File: config.mk
export PLATFORM = sky130hd
export DESIGN_NAME = otter_fetch_queue
export DESIGN_NICKNAME = d
export VERILOG_FILES = /design/src/rtl/otter_fetch_pkg.sv /design/src/rtl/fetch_fifo.sv /design/src/rtl/otter_fetch_queue.sv
export SDC_FILE = /design/constraint.sdc
export NUM_CORES = 1
export LEC_CHECK = 0
export ABC_AREA = 0
export BUFFER_PORTS_ARGS = -buffer_cell sky130_fd_sc_hd__buf_2
export CORE_MARGIN = 2
export CORE_UTILIZATION = 30
export CTS_CLUSTER_DIAMETER = 100
export DETAILED_ROUTE_END_ITERATION = 16
export MAX_ROUTING_LAYER = met4
export SYNTH_ARGS = -nofsm -noshare
export SYNTH_HDL_FRONTEND = slang
export SYNTH_SLANG_ARGS = --single-unit
File: constraint.sdc
create_clock -name CLK -period 5.48 [get_ports CLK]
set_clock_uncertainty 0.2 [all_clocks]
set_input_delay 1.096 -clock CLK [delete_from_list [all_inputs] [get_ports CLK]]
set_output_delay 1.096 -clock CLK [all_outputs]
set_load 0.02 [all_outputs]
File: src/rtl/otter_fetch_pkg.sv
// Shared types and helpers for the OTTER instruction-fetch queue.
package otter_fetch_pkg;

  typedef struct packed {
    logic [31:0] pc;
    logic [31:0] ir;
  } fetch_entry_t;

  localparam logic [31:0] NOP_INSTR = 32'h0000_0013;

  function automatic int unsigned count_width(input int unsigned depth);
    return $clog2(depth) + 1;
  endfunction

endpackage

File: src/rtl/fetch_fifo.sv
// Circular buffer of fetch entries with push/pop, synchronous flush and
// asynchronous reset; DEPTH must be a power of two so the pointers wrap freely.
module fetch_fifo
  import otter_fetch_pkg::*;
#(
  parameter  int unsigned DEPTH = 4,
  localparam int unsigned CW    = count_width(DEPTH)
) (
  input  logic         CLK,
  input  logic         RESET,
  input  logic         clr_i,
  input  logic         push_i,
  input  fetch_entry_t din_i,
  input  logic         pop_i,
  output fetch_entry_t dout_o,
  output logic [CW-1:0] count_o,
  output logic         empty_o,
  output logic         full_o
);

  localparam int unsigned AW = $clog2(DEPTH);

  fetch_entry_t  mem_q [DEPTH];
  logic [AW-1:0] wr_ptr_q, wr_ptr_d;
  logic [AW-1:0] rd_ptr_q, rd_ptr_d;
  logic [CW-1:0] count_q, count_d;

  always_comb begin
    wr_ptr_d = wr_ptr_q;
    rd_ptr_d = rd_ptr_q;
    count_d  = count_q;
    if (clr_i) begin
      wr_ptr_d = '0;
      rd_ptr_d = '0;
      count_d  = '0;
    end else begin
      if (push_i) wr_ptr_d = wr_ptr_q + AW'(1);
      if (pop_i)  rd_ptr_d = rd_ptr_q + AW'(1);
      case ({push_i, pop_i})
        2'b10:   count_d = count_q + CW'(1);
        2'b01:   count_d = count_q - CW'(1);
        default: count_d = count_q;
      endcase
    end
  end

  always_ff @(posedge CLK or posedge RESET) begin
    if (RESET) begin
      wr_ptr_q <= '0;
      rd_ptr_q <= '0;
      count_q  <= '0;
    end else begin
      wr_ptr_q <= wr_ptr_d;
      rd_ptr_q <= rd_ptr_d;
      count_q  <= count_d;
    end
  end

  // Storage needs no reset: contents are only observed while count_q > 0.
  always_ff @(posedge CLK) begin
    if (push_i && !clr_i) mem_q[wr_ptr_q] <= din_i;
  end

  assign dout_o  = mem_q[rd_ptr_q];
  assign count_o = count_q;
  assign empty_o = (count_q == '0);
  assign full_o  = (count_q == CW'(DEPTH));

endmodule

File: src/rtl/otter_fetch_queue.sv
// OTTER fetch stage: owns fetch PC, issues to 1-cycle-latency imem, queues {pc,ir}
// for decode. Optional FETCH_BYPASS_EN forwards a response straight to decode.
module otter_fetch_queue
  import otter_fetch_pkg::*;
#(
  parameter int unsigned DEPTH    = 4,
  parameter logic [31:0] RESET_PC = 32'h0000_0000
) (
  input  logic        CLK,
  input  logic        RESET,
  input  logic        redirect_valid,
  input  logic [31:0] redirect_pc,
  output logic        imem_rden,
  output logic [13:0] imem_addr,
  input  logic [31:0] imem_rdata,
  output logic        de_valid,
  output logic [31:0] de_ir,
  output logic [31:0] de_pc,
  input  logic        de_ready
);

  localparam int unsigned CW = count_width(DEPTH);

  logic [31:0]   fetch_pc_q, fetch_pc_d;
  logic [31:0]   pc_tag_q, pc_tag_d;
  logic          inflight_q, inflight_d;

  logic [31:0]   redirect_tgt;
  logic          pop, issue, can_issue;
  logic [CW:0]   occupancy;
  logic          fifo_push, fifo_pop;
  fetch_entry_t  fifo_din, fifo_dout, head;
  logic [CW-1:0] fifo_count;
  logic          fifo_empty, fifo_full;

  fetch_fifo #(.DEPTH(DEPTH)) u_fifo (
    .CLK     (CLK),
    .RESET   (RESET),
    .clr_i   (redirect_valid),
    .push_i  (fifo_push),
    .din_i   (fifo_din),
    .pop_i   (fifo_pop),
    .dout_o  (fifo_dout),
    .count_o (fifo_count),
    .empty_o (fifo_empty),
    .full_o  (fifo_full)
  );

  always_comb begin
    fifo_din.pc = pc_tag_q;
    fifo_din.ir = imem_rdata;
  end

`ifdef FETCH_BYPASS_EN
  logic bypass;

  always_comb begin
    bypass    = fifo_empty && inflight_q && !redirect_valid;
    head      = bypass ? fifo_din : fifo_dout;
    de_valid  = !redirect_valid && (!fifo_empty || inflight_q);
    pop       = de_valid && de_ready;
    // A bypassed response accepted this cycle never enters the queue.
    fifo_push = inflight_q && !redirect_valid && !(bypass && de_ready);
    fifo_pop  = pop && !bypass;
  end
`else
  always_comb begin
    head      = fifo_dout;
    de_valid  = !redirect_valid && !fifo_empty;
    pop       = de_valid && de_ready;
    fifo_push = inflight_q && !redirect_valid;
    fifo_pop  = pop;
  end
`endif

  always_comb begin
    de_ir = de_valid ? head.ir : '0;
    de_pc = de_valid ? head.pc : '0;
  end

  // Reserve a slot for every outstanding request so a response always fits.
  always_comb begin
    redirect_tgt = redirect_pc & ~32'h3;
    occupancy    = {1'b0, fifo_count} + {{CW{1'b0}}, inflight_q} - {{CW{1'b0}}, pop};
    can_issue    = occupancy < (CW+1)'(DEPTH);
    issue        = !RESET && (redirect_valid || can_issue);
    imem_rden    = issue;
    imem_addr    = redirect_valid ? redirect_tgt[15:2] : fetch_pc_q[15:2];

    fetch_pc_d = fetch_pc_q;
    pc_tag_d   = pc_tag_q;
    inflight_d = issue;
    if (redirect_valid) begin
      pc_tag_d   = redirect_tgt;
      fetch_pc_d = redirect_tgt + 32'd4;
    end else if (issue) begin
      pc_tag_d   = fetch_pc_q;
      fetch_pc_d = fetch_pc_q + 32'd4;
    end
  end

  always_ff @(posedge CLK or posedge RESET) begin
    if (RESET) begin
      fetch_pc_q <= RESET_PC;
      pc_tag_q   <= '0;
      inflight_q <= 1'b0;
    end else begin
      fetch_pc_q <= fetch_pc_d;
      pc_tag_q   <= pc_tag_d;
      inflight_q <= inflight_d;
    end
  end

  a_no_overflow: assert property (@(posedge CLK) disable iff (RESET)
    !(fifo_push && fifo_full && !fifo_pop));

endmodule

==> qor.txt, run 1 <==
Max Root-Sink Buffers: 3
Power density cells: 476 mW/mm²
Worst flop-to-flop path startpoint: u_fifo.count_o[1]
Initial antenna violation count: 0
Ys async rst share: 21.5%
H-tree Lvls: 2
Num CTS Buffers: 35
Slew Viols, Final: 0
Clock power share: 29.9%
GPL Wtd Cong: 0.775
# IOs: 148
Synth top area share: 54.9%
CP most frequent cell: ha_1
Site Rows: 77
Commonest non-fill, non-tap cells in the layout: 248 x edfxtp_1, 143 x buf_2, 66 x dfrtp_1
Avg WL per Cell: 18.9 µm
Worst path top cell family by delay: simple AND/OR/NAND/NOR gates
Post-DP HPWL: 18600 µm
Total Wirelength: 30400 µm
Iteration-0 DRC Markers: 529
PortBufs: 143
Post-route insts no fill: 1610
CP Capture Type: output pin
Via Count: 7711
CP startpoint kind: flip-flop
Internal Power: 0.00526 W
Status: finished clean
Fmax: 206 MHz
DR pass1 iterations: 5
Number of synthesized flops with an enable pin: 248
Setup Fix Bufs, Post-CTS: 0
Synth-to-layout area growth: 17.3%
Finished Core Util: 35.8%
Initial Util: 30.6%
RSZ-0062 raised after global routing: false
WHS: 0.306 ns
Nets: 1071
Top_reg_cell synth: edfxtp_1
Clk slew on worst S/H paths: 0.06 ns
Critical path arrival: 3.56 ns
Global-route usage over all layers: 13.5%
Hold Buf Count CTS: 0
Leak Pwr: 5.92 nW
Antenna Nets Post-Route: 0
Clk_lat worst skew: 0.51 ns
DR vias/cell: 4.79
CTS tree: yes
Setup_tns: 0 ns
Root Driver: clkbuf_16
Critical path class: reg2out
Share of cells above drive strength 1: 29.1%
Buf/Inv on CP: 3
Placed Instances: 1549
Final setup violation count: 0
CP peak stage delay: 0.53 ns
Slew @ Worst Pin: 1.02 ns
Max cap viols: 0
Critical-path cell list: or3_2, nand3_1, clkinv_1, ha_1, inv_1, ha_1, and3b_1, nor4b_1, a211o_1, buf_2
First-pass GRT wire length: 47200 µm
Min cycle time layout: 4.86 ns
Sequential fraction of the synthesis area: 67.4%
Largest cells by area after synthesis: edfxtp_1 55%, dfrtp_1 13%, mux4_2 10%
Flop pwr share: 46.0%
Library cells used by synthesis: 51
FF-to-FF path depth: 12
Worst slew margin: 32.0%
Hold_sp: fetch_pc_q[3]
Number of global-route vias before repair: 8016
Yosys warnings: 0
Peak supply drop: 213 µV
Core area: 0.0444 mm²
Final Hold Fails: 0
Height of the die: 217 µm
Die width: 217 µm
Synthesized area per cell: 15.6 µm²
Overflow after GRT: 0
Post-route DRC: 0
Reg-to-reg endpoint: fetch_pc_q[2]
Cell taking the most area after synthesis: edfxtp_1
Switching Share: 30.6%
Most common cell after layout, fill and taps aside: edfxtp_1
Mapped cell area: 0.0136 mm²
Combinational share of power: 24.1%
Die Area: 0.0470 mm²
Antenna Cells: 0
Gate Count Post-Synth: 868
Largest net degree at the start of global routing: 80
CP max stage cell: or3_2
Reg-to-reg slack, setup: 1.41 ns
Hold crit path type: reg2reg
Sw Pwr: 0.00232 W
Hold path endpoint: fetch_pc_q[3]
WHS Path Cells: 2
TritonCTS Sinks: 316
Design Power: 0.00758 W
# resized after CTS: 0
Synthesis-stage register bit count: 316
CP required: 4.18 ns
Tcrit/Tclk final: 88.7%
Critical path peak fanout: 7
final cells by class:
type / count / area, µm²
clock buffer: 46 / 970
tap: 592 / 741
inverter: 13 / 48.8
timing repair buffer: 156 / 826
clock inverter: 15 / 135
multi-input combinational: 472 / 4040
fill: 4202 / 28500
sequential: 316 / 9160
sequential cells by signal, indices dropped and copies added, names as in the netlist:
register / count
inflight_q: 1
u_fifo.count_o: 3
u_fifo.rd_ptr_q: 2
fetch_pc_q: 30
u_fifo.wr_ptr_q: 2
u_fifo.mem_q: 248
pc_tag_q: 30
power by group through the flow:
stage                     combinational [W]  sequential [W]  clock [W]
after floorplan                     0.00145         0.00334          0
after global placement              0.00185         0.00352          0
after detailed placement            0.00187         0.00355          0
after CTS                           0.00187         0.00350    0.00234
after global routing                0.00201         0.00356    0.00243
final                               0.00183         0.00349    0.00227
logic make-up after synthesis:
group	Yosys count	share of synthesized area, %
AND/OR/NAND/NOR	246	9.23
flip-flops	316	67.4
other	1	0.0276
AO/OA/AOI/OAI	63	2.88
adder cells (fa/ha/maj)	9	0.885
XOR/XNOR	43	2.77
multiplexers	109	13.9
buffers and inverters	81	2.93
stage by stage:
stage,setup WS [ns],instance area [µm²]
after global placement,0.812,14800
after CTS,0.556,15900
after floorplan,0.987,13600
final,0.621,15900
after global routing,0.352,15900
after detailed placement,0.817,14800
synth_stat cells, drive strengths merged (3+ instances only):
cell type	number
mux2	12
mux4	62
a211oi	3
xnor2	24
and3	65
dfrtp	68
xor2	19
ha	8
nand4b	5
a21oi	20
and2	9
inv	12
nor4	4
nand3	13
o21ai	22
a31oi	5
clkbuf	33
nor2	62
nand2	59
edfxtp	248
nor3	7
buf	35
nand4	10
mux2i	35
routing by layer:
metal | global-route usage, % | up-vias | wire length, µm
li1 | - | 3538 | -
met1 | 17.4 | 3952 | 13400
met2 | 21.4 | 180 | 14600
met3 | 2.98 | 41 | 1780
met4 | 3.88 | 0 | 641
met5 | - | - | 0
how the worst max path moves through the flow:
stage	slack [ns]	end	from	depth (start not counted)
floorplan	0.99	imem_rden	RESET	3
global placement	0.81	imem_rden	redirect_valid	11
detailed placement	0.82	imem_rden	redirect_valid	11
CTS	0.56	imem_rden	u_fifo.count_o[1]	10
global route	0.35	imem_rden	u_fifo.count_o[1]	10
finish	0.62	imem_rden	u_fifo.count_o[1]	10
tightest hold or removal path, cell delays in order, from the launching register on:
cell,delay [ns]
dfrtp_1,0.36
nand2_1,0.06
nand2_1,0.05
Note: power is estimated with default switching activity, not from simulation.
==> inputs of run 2 (changes only) <==
Settings changed: CTS_BUF_LIST set to sky130_fd_sc_hd__clkbuf_4 sky130_fd_sc_hd__clkbuf_8.
==> run 2 against run 1 <==
Net effect:
- setup slack worse by 0.061 ns
- flip-flop and latch count did not move
- total power shrank 2.4%
- utilization shrank 0.13 points
- die area unchanged
- global-route usage hardly changed
- critical path type unchanged
- largest power group unchanged
==> qor.txt, run 2 (synthesized netlist as in run 1, its figures left out) <==
Status: finished clean (unchanged)
Max Root-Sink Buffers: 3 (unchanged)
Die Area: 0.0470 mm² (unchanged)
Power density cells: 467 mW/mm² (was 476 mW/mm²)
Reg-to-reg endpoint: fetch_pc_q[2] (unchanged)
Num CTS Buffers: 51 (was 35)
Initial antenna violation count: 0 (unchanged)
CP peak stage delay: 0.53 ns (about the same)
DR pass1 iterations: 5 (unchanged)
Largest net degree at the start of global routing: 80 (unchanged)
Share of cells above drive strength 1: 31.3% (was 29.1%)
FF-to-FF path depth: 12 (unchanged)
CP startpoint kind: flip-flop (unchanged)
CP Capture Type: output pin (unchanged)
H-tree Lvls: 2 (unchanged)
DR vias/cell: 4.72 (was 4.79)
Min cycle time layout: 4.92 ns (was 4.86 ns)
Placed cell areas: 0.0148 mm² (unchanged)
CP most frequent cell: ha_1 (unchanged)
Overflow after GRT: 0 (unchanged)
CP max stage cell: or3_2 (unchanged)
RSZ-0062 raised after global routing: false (unchanged)
Core area: 0.0444 mm² (unchanged)
Largest regs: u_fifo.mem_q x248, fetch_pc_q x30, pc_tag_q x30 (unchanged)
Worst flop-to-flop path startpoint: u_fifo.count_o[1] (unchanged)
Height of the die: 217 µm (unchanged)
Max reg flops: 248 (unchanged)
Antenna Nets Post-Route: 0 (unchanged)
Final-layout fill cell count: 4225 (was 4202)
Post-route DRC: 0 (unchanged)
Max cap viols: 0 (unchanged)
Critical-path cell list: or3_2, nand3_1, clkinv_1, ha_1, inv_1, ha_1, and3b_1, nor4b_1, a211o_1, buf_2 (unchanged)
Worst slew margin: 31.9% (was 32.0%)
Site Rows: 77 (unchanged)
Avg WL per Cell: 18.7 µm (was 18.9 µm)
Finished Cell Area: 0.0159 mm² (about the same)
Commonest non-fill, non-tap cells in the layout: 248 x edfxtp_1, 143 x buf_2, 66 x dfrtp_1 (unchanged)
Worst path top cell family by delay: simple AND/OR/NAND/NOR gates (unchanged)
Critical path class: reg2out (unchanged)
CTS tree: yes (unchanged)
Clk_lat worst skew: 0.60 ns (was 0.51 ns)
Setup Fix Bufs, Post-CTS: 0 (unchanged)
Post-route setup slack: 0.560 ns (was 0.621 ns)
Leak Pwr: 5.93 nW (was 5.92 nW)
Peak supply drop: 247 µV (was 213 µV)
Root Driver: clkbuf_8 (was clkbuf_16)
Synth-to-layout area growth: 16.9% (was 17.3%)
PortBufs: 143 (unchanged)
Pre-CTS setup slack: 0.817 ns (unchanged)
# resized after CTS: 0 (unchanged)
Top reg by flops: u_fifo.mem_q (unchanged)
Final setup violation count: 0 (unchanged)
First-pass GRT wire length: 47400 µm (was 47200 µm)
Die width: 217 µm (unchanged)
Hold crit path type: in2async (was reg2reg)
Reg-to-reg slack, setup: 1.42 ns (was 1.41 ns)
Buf/Inv on CP: 3 (unchanged)
Tcrit/Tclk final: 89.8% (was 88.7%)
Post-DP HPWL: 18600 µm (unchanged)
Initial Util: 30.6% (unchanged)
Slew @ Worst Pin: 1.02 ns (about the same)
CP required: 4.18 ns (about the same)
Most common cell after layout, fill and taps aside: edfxtp_1 (unchanged)
# IOs: 148 (unchanged)
GPL Wtd Cong: 0.775 (unchanged)
Critical path peak fanout: 7 (unchanged)
TritonCTS Sinks: 316 (unchanged)
Critical path arrival: 3.62 ns (was 3.56 ns)
Final Hold Fails: 0 (unchanged)
Via Count: 7749 (was 7711)
Global-route usage over all layers: 13.5% (about the same)
Fmax: 203 MHz (was 206 MHz)
Setup_tns: 0 ns (unchanged)
Hold Buf Count CTS: 0 (unchanged)
Slew Viols, Final: 0 (unchanged)
Iteration-0 DRC Markers: 533 (was 529)
Total Wirelength: 30600 µm (was 30400 µm)
Nets: 1087 (was 1071)
Number of global-route vias before repair: 8166 (was 8016)
Clk slew on worst S/H paths: 0.06 ns (about the same)
[run 2: changes by cell type in the layout (fill, tap and decap cells not counted), sizes merged]
cell	change
clkbuf	+21
clkinv	+9
bufinv	+1
clkinvlp	-1
diode	+1
[run 2: final cells by class]
type                    count  area [µm²]  area share [%]
inverters                  13        48.8           0.308
flip-flops and latches    316        9160            57.7
clock buffers              67         841            5.30
repair buffers            156         826            5.21
clock inverters            24         203            1.28
diodes                      1        2.50          0.0158
well taps                 592         741            4.67
multi-input cells         472        4040            25.5
[run 2: through the flow]
stage,std cells,power (W),util (%),hold WS [ns]
after floorplan,869,0.00478,-,0.257
after global placement,1549,0.00536,33.4,0.282
after detailed placement,1549,0.00542,33.4,0.296
after CTS,1640,0.00753,35.7,0.231
after global routing,1640,0.00782,35.7,0.247
final,1641,0.00740,35.7,0.270
[run 2: layer usage]
layer	global-route usage, %	wire length [µm]	vias up
li1	-	-	3585
met1	17.2	13700	3947
met2	21.3	14500	175
met3	3.27	1700	42
met4	4.18	684	0
met5	-	0	-
[run 2: how the worst max path moves through the flow]
stage          cells past startpoint   endpoint         startpoint
2_1_floorplan                      3  imem_rden              RESET
3_3_place_gp                      11  imem_rden     redirect_valid
3_5_place_dp                      11  imem_rden     redirect_valid
4_1_cts                           10  imem_rden  u_fifo.count_o[1]
5_1_grt                           10  imem_rden  u_fifo.count_o[1]
6_report                          10  imem_rden  u_fifo.count_o[1]
[run 2: report_power, final]
group | internal [W] | switching [W] | leakage [nW]
sequential | 0.00313 | 0.000358 | 3.05
clock | 0.00115 | 0.000933 | 0.551
combinational | 0.000783 | 0.00104 | 2.33
total | 0.00507 | 0.00234 | 5.93
[run 2: worst register-to-register path, cell delays in order (launching register included)]
cell	delay (ns)
dfrtp_1	0.43
or3_2	0.53
nand3_1	0.18
clkinv_1	0.22
ha_1	0.25
inv_1	0.05
ha_1	0.21
and3b_1	0.19
o2111a_1	0.27
or2_2	0.43
nor2_2	0.63
nor2_1	0.17
a21o_1	0.19
